### config.mk
export PLATFORM = sky130hd
export DESIGN_NAME = rv_word_splitter_flat
export DESIGN_NICKNAME = d
export VERILOG_FILES = /design/src/rtl/rv_word_splitter_if.sv /design/src/rtl/rv_word_splitter.sv /design/src/flat_wrapper.sv
export SDC_FILE = /design/constraint.sdc
export NUM_CORES = 1
export LEC_CHECK = 0
export CAP_MARGIN = 20
export CORE_AREA = 2 2 88 90
export CTS_BUF_LIST = sky130_fd_sc_hd__clkbuf_8
export CTS_CLUSTER_SIZE = 14
export DETAILED_ROUTE_END_ITERATION = 6
export DIE_AREA = 0 0 90 92
export PLACE_DENSITY_LB_ADDON = 0.25
export SYNTH_ARGS = -nofsm -noshare
export SYNTH_HDL_FRONTEND = slang
export SYNTH_SLANG_ARGS = --single-unit
### constraint.sdc
create_clock -name clock_port -period 3.3 [get_ports clock_port]
set_input_delay 0.33 -clock clock_port [delete_from_list [all_inputs] [get_ports clock_port]]
set_output_delay 0.33 -clock clock_port [all_outputs]
set_load 0.05 [all_outputs]
### src/rtl/rv_word_splitter_if.sv
// ----------------------------------------------------------------------------
// rv_word_splitter_if
// Ready/valid bundle around the word splitter.
//   input_port_*  : word-wide upstream channel (data, count, last, valid, ready)
//   output_port_* : byte-wide downstream channel (data, last, valid, ready)
// Modports:
//   slave  : the splitter's view (consumes words, produces bytes)
//   master : the environment's view (produces words, consumes bytes)
// ----------------------------------------------------------------------------
interface rv_word_splitter_if #(
    parameter int BYTES = 4
) ();
    localparam int CW = $clog2(BYTES);

    logic [8*BYTES-1:0] input_port_data;
    logic [CW-1:0]      input_port_count;
    logic               input_port_last;
    logic               input_port_valid;
    logic               input_port_ready;

    logic [7:0]         output_port_data;
    logic               output_port_last;
    logic               output_port_valid;
    logic               output_port_ready;

    modport slave (
        input  input_port_data,
        input  input_port_count,
        input  input_port_last,
        input  input_port_valid,
        output input_port_ready,
        output output_port_data,
        output output_port_last,
        output output_port_valid,
        input  output_port_ready
    );

    modport master (
        output input_port_data,
        output input_port_count,
        output input_port_last,
        output input_port_valid,
        input  input_port_ready,
        input  output_port_data,
        input  output_port_last,
        input  output_port_valid,
        output output_port_ready
    );
endinterface

### src/rtl/rv_word_splitter.sv
// ----------------------------------------------------------------------------
// rv_word_splitter
// Ready/valid width down-converter: accepts BYTES-byte words tagged with a
// byte count (valid bytes minus one) and an end-of-packet flag, and emits the
// valid bytes one per cycle, least-significant first. The next word is
// accepted on the edge that drains the final byte, so back-to-back words run
// at full byte rate.
// Ports:
//   clock_port : clock, rising edge
//   reset_port : asynchronous active-low reset
//   bus        : rv_word_splitter_if.slave (word input, byte output)
// Byte outputs come straight from registers; input_port_ready is the only
// combinational input-to-output path (through output_port_ready).
// ----------------------------------------------------------------------------
module rv_word_splitter #(
    parameter int BYTES = 4
) (
    input  logic              clock_port,
    input  logic              reset_port,
    rv_word_splitter_if.slave bus
);
    localparam int CW = $clog2(BYTES);

    typedef enum logic {
        ST_IDLE = 1'b0,
        ST_BUSY = 1'b1
    } state_t;

    state_t                 state_r, state_s;
    logic [BYTES-1:0][7:0]  word_r,  word_s;
    logic [CW-1:0]          cnt_r,   cnt_s;
    logic [CW-1:0]          idx_r,   idx_s;
    logic                   last_r,  last_s;

    logic busy_s;
    logic final_s;
    logic out_xfer_s;
    logic in_ready_s;
    logic in_xfer_s;

    assign busy_s     = (state_r == ST_BUSY);
    assign final_s    = busy_s & (idx_r == cnt_r);
    assign out_xfer_s = busy_s & bus.output_port_ready;
    // Ready is held low during reset, and also covers the drain-and-reload
    // case where the final byte leaves on the same edge the next word lands.
    assign in_ready_s = reset_port & (~busy_s | (final_s & bus.output_port_ready));
    assign in_xfer_s  = bus.input_port_valid & in_ready_s;

    // Next-state logic: a word load wins over any drain/advance in the same cycle.
    always_comb begin
        state_s = state_r;
        word_s  = word_r;
        cnt_s   = cnt_r;
        idx_s   = idx_r;
        last_s  = last_r;
        if (in_xfer_s) begin
            state_s = ST_BUSY;
            word_s  = bus.input_port_data;
            cnt_s   = bus.input_port_count;
            last_s  = bus.input_port_last;
            idx_s   = {CW{1'b0}};
        end else if (out_xfer_s & final_s) begin
            // idx is left where it is; it is reloaded with the next word.
            state_s = ST_IDLE;
        end else if (out_xfer_s) begin
            // Cannot wrap: idx stays at or below cnt, which is at most BYTES-1.
            idx_s = idx_r + CW'(1);
        end else begin
            state_s = state_r;
        end
    end

    // State registers with asynchronous clear that discards any held word.
    always_ff @(posedge clock_port or negedge reset_port) begin
        if (!reset_port) begin
            state_r <= ST_IDLE;
            word_r  <= '0;
            cnt_r   <= {CW{1'b0}};
            idx_r   <= {CW{1'b0}};
            last_r  <= 1'b0;
        end else begin
            state_r <= state_s;
            word_r  <= word_s;
            cnt_r   <= cnt_s;
            idx_r   <= idx_s;
            last_r  <= last_s;
        end
    end

    assign bus.output_port_valid = busy_s;
    assign bus.output_port_data  = word_r[idx_r];
    assign bus.output_port_last  = final_s & last_r;
    assign bus.input_port_ready  = in_ready_s;
endmodule

### src/flat_wrapper.sv
// flat-port wrapper written by rule: the top's interface ports become plain ports
module rv_word_splitter_flat 
#(
    parameter int BYTES = 4
)
  (clock_port, reset_port, bus_input_port_data, bus_input_port_count, bus_input_port_last, bus_input_port_valid, bus_input_port_ready, bus_output_port_data, bus_output_port_last, bus_output_port_valid, bus_output_port_ready);
  rv_word_splitter_if #(.BYTES(BYTES)) bus_i ();
  input  logic clock_port;
  input  logic reset_port;
  input wire logic [$bits(bus_i.input_port_data)-1:0] bus_input_port_data;
  input wire logic [$bits(bus_i.input_port_count)-1:0] bus_input_port_count;
  input wire logic [$bits(bus_i.input_port_last)-1:0] bus_input_port_last;
  input wire logic [$bits(bus_i.input_port_valid)-1:0] bus_input_port_valid;
  output wire logic [$bits(bus_i.input_port_ready)-1:0] bus_input_port_ready;
  output wire logic [$bits(bus_i.output_port_data)-1:0] bus_output_port_data;
  output wire logic [$bits(bus_i.output_port_last)-1:0] bus_output_port_last;
  output wire logic [$bits(bus_i.output_port_valid)-1:0] bus_output_port_valid;
  input wire logic [$bits(bus_i.output_port_ready)-1:0] bus_output_port_ready;
  assign bus_i.input_port_data = bus_input_port_data;
  assign bus_i.input_port_count = bus_input_port_count;
  assign bus_i.input_port_last = bus_input_port_last;
  assign bus_i.input_port_valid = bus_input_port_valid;
  assign bus_input_port_ready = bus_i.input_port_ready;
  assign bus_output_port_data = bus_i.output_port_data;
  assign bus_output_port_last = bus_i.output_port_last;
  assign bus_output_port_valid = bus_i.output_port_valid;
  assign bus_i.output_port_ready = bus_output_port_ready;
  rv_word_splitter #(.BYTES(BYTES)) u_core (.clock_port(clock_port), .reset_port(reset_port), .bus(bus_i));
endmodule
==> results by group <==
Setup path
  – Crit path DAT: roughly 2500 ps
  – CP max stage delay: 900 ps
  – Crit path depth: 2
  – CP max stage cell: dfrtp_1
  – Crit end category: primary output
  – Top delay family on crit path: flip-flops
  – Startpoint types: flip-flop
  – Crit Path Max Fanout: 14
  – Critical path type: reg2out
  – WP data required: ~3000 ps
  – Cell depth of the worst flop-to-flop path: 5
  – CP cell instances: mux4_2, clkdlybuf4s50_1
  – CP bufs+invs: 1

CTS
  – Worst skew pair latency: roughly 300 ps
  – Clock Tree Buf Depth: 2
  – Post-CTS Hold Buffers: 0
  – Clock-pin slew on the worst setup and hold paths: 90 ps
  – CTS buffer count: 5
  – TritonCTS Sinks: 38
  – Post_cts resized: 0
  – CTS H-tree depth: 2
  – Setup Buffers After CTS: 0
  – Root buffer cell: clkbuf_8
  – CTS tree: built

Pwr
  – Combinational share of power: 0.620
  – Switching Fraction: 0.507
  – Leakage power: about 1.4 nW
  – Cell Int Power: 0.00161 W
  – Reg power frac: 0.281
  – Clock power frac: 0.100
  – Net switching power: 0.00166 W
  – Worst VDD drop: 0.413 mV
  – Power density over the cells: between 800 and 900 nW/µm²

Synth
  – Multiplexer area fraction after synthesis: 0.0567
  – Yosys warning count: 0
  – Share of the synthesized area in the top cell type: 0.299
  – Synthesized netlist cell count: 361
  – Yosys cell types: 31
  – Compound-gate portion of the synthesized area: 0.231
  – Top cells by area, synth: dfrtp_1, and4b_1, or4_1
  – Mean Syn Cell Area: 8.80 µm²
  – Synth Area in Adders: 0
  – Register area share after synthesis: 0.299
  – Net Count, Synth: 400
  – Synth Area in XOR/XNOR: 0.0138
  – Biggest area consumer among synthesized cells: dfrtp_1
  – Area of the mapped netlist: ~3200 µm²
  – Register bit total from synthesis: 38
  – Largest family of logic cells by synthesized area: simple AND/OR/NAND/NOR gates
  – Simple-gate area share of the yosys netlist: 0.326

Global route
  – Global route overflow: 0
  – Vias in the first global route: 2862
  – Initial antenna violation count: 0
  – All-Layer GR Usage: 0.218
  – First-pass GRT wire length: approximately 15 mm
  – Largest net degree at the start of global routing: between 50 and 60

Status
  – Status: completed

Timing
  – RSZ-0062 raised after global routing: no
  – Final Hold Violating Endpoints: 0
  – Pin slew with the least headroom to its limit: roughly 850 ps
  – Clk_skew: around 12 ps
  – Max-slew violations: 0
  – Tmin final: 2840 ps
  – Tcrit/Tclk final: 0.860
  – Max transition margin: 0.436
  – Final setup viols: 0
  – Setup_tns: 0 ps
  – Max Freq: about 350 MHz

Floorplanning
  – Initial Utilization: 0.426
  – Io pins: 50
  – Die height: about 92 µm
  – Die ar.: ~8300 µm²
  – Die Wd: roughly 90 µm
  – Site row count: 32
  – Core area: about 7400 µm²

Routing
  – Post-Route WL: roughly 9.0 mm
  – Post-route ant nets: 0
  – DRC Markers: 0
  – Drt pass-1 iters: 4
  – Vias/cell: approximately 6.4
  – Via count: slightly above 3000
  – Drt initial violations: ~320
  – Avg WL per Cell: roughly 19 µm

Cells and area
  – Layout cells sized above 1: 0.0812
  – Multi-input logic area: 1990 µm²
  – Register area: 952 µm²
  – Synth-to-Final Area Change: 17.8%
  – Fin area: between 3000 and 4000 µm²
  – Antenna cell count: 0
  – Filler cells: approximately 710
  – Nets: 420

Placed design
  – GP Congestion: 0.801
  – Placed Area: approximately 3700 µm²
  – Post-DP HPWL: about 5.4 mm
  – I/O Buffers: between 40 and 50

Flow run
  – Max_cap viols: 0

Min path
  – Worst hold path type: in2async
## worst paths after layout
check,from,to,slack (ps)
worst max register to register,u_core.idx_r[0],u_core.word_r[15],820
min in group clock_port,u_core.last_r,u_core.last_r,550
worst min-delay path,reset_port,u_core.word_r[29],30
max in group asynchronous,reset_port,u_core.bus.output_port_valid,2420
worst max-delay path,u_core.idx_r[0],bus_output_port_data[4],460
worst min register to register,u_core.last_r,u_core.last_r,550
## cells by family after synthesis
family          after synthesis
simple gates                165
compound gates               99
buf+inv                      49
flops                        38
mux                           8
xor+xnor                      2
## power groups by stage
stage                     Combinational (W)  Clock, W  Sequential, W
final                               0.00202  0.000326       0.000916
after global routing                0.00221  0.000344       0.000953
after CTS                           0.00202  0.000327       0.000916
after detailed placement            0.00201         0       0.000925
after global placement              0.00196         0       0.000918
after floorplan                     0.00163         0       0.000804
## metal layers
layer  routed length, µm  global-route usage  vias to the layer above
li1                    -                   -                     1449
met1                4100               0.312                     1509
met2                4300               0.341                      104
met3                 474              0.0378                       12
met4                 123              0.0603                        0
met5                   0                   0                        -
## layout by cell type, fill, tap and decap left out
| master | instances |
|---|---|
| a211oi_1 | 21 |
| a21boi_0 | 10 |
| a21boi_1 | 11 |
| a221oi_1 | 14 |
| a31o_1 | 1 |
| a32o_1 | 1 |
| and2_1 | 16 |
| and2b_1 | 1 |
| and4b_1 | 35 |
| buf_12 | 1 |
| buf_2 | 1 |
| buf_4 | 11 |
| clkbuf_8 | 5 |
| clkdlybuf4s50_1 | 47 |
| clkinv_2 | 2 |
| dfrtp_1 | 37 |
| dfrtp_2 | 1 |
| inv_1 | 3 |
| mux4_2 | 8 |
| nand2_1 | 61 |
| nand2b_1 | 1 |
| nand3_1 | 13 |
| nor2_1 | 1 |
| nor2b_1 | 1 |
| nor3_1 | 1 |
| o2111ai_1 | 1 |
| o211ai_1 | 25 |
| o21a_1 | 1 |
| o21ai_0 | 12 |
| o21ai_1 | 1 |
| o31ai_1 | 1 |
| or4_1 | 35 |
| xor2_2 | 1 |
| xor2_4 | 1 |
## state kept, by name (all words and copies together), names as in the netlist
| signal | cells |
|---|---|
| u_core.word_r | 32 |
| u_core.cnt_r | 2 |
| u_core.idx_r | 2 |
| u_core.bus.output_port_valid | 1 |
| u_core.last_r | 1 |
## cell usage after synthesis (all sizes together)
master	n
xor2	2
nand2	61
o21ai	13
buf	14
a21boi	21
and2b	1
a211oi	21
nor3	1
a31o	1
and2	16
o2111ai	1
or4	35
and4b	35
a32o	1
o31ai	1
nand2b	1
nor2	1
inv	2
a221oi	14
o211ai	25
clkbuf	33
nor2b	1
nand3	13
mux4	8
o21a	1
dfrtp	38
## final cells by class
| cell class | instances | area share |
|---|---|---|
| tap | 102 | 0.0341 |
| timing repair buffer | 60 | 0.155 |
| clock buffer | 5 | 0.0184 |
| inverter | 2 | 0.00201 |
| multi-input combinational | 274 | 0.533 |
| clock inverter | 3 | 0.00368 |
| sequential | 38 | 0.255 |
## stage by stage
stage	setup slack [ps]	total power (W)	hold slack, ps	std cells	utilization
6_report	464	0.00327	25.9	484	0.502
5_1_grt	345	0.00351	55.8	484	0.502
4_1_cts	418	0.00326	22.2	484	0.502
3_5_place_dp	735	0.00294	345	476	0.491
3_3_place_gp	806	0.00288	334	476	0.491
2_1_floorplan	815	0.00244	34.4	361	-
(Power assumes the default switching activity.)
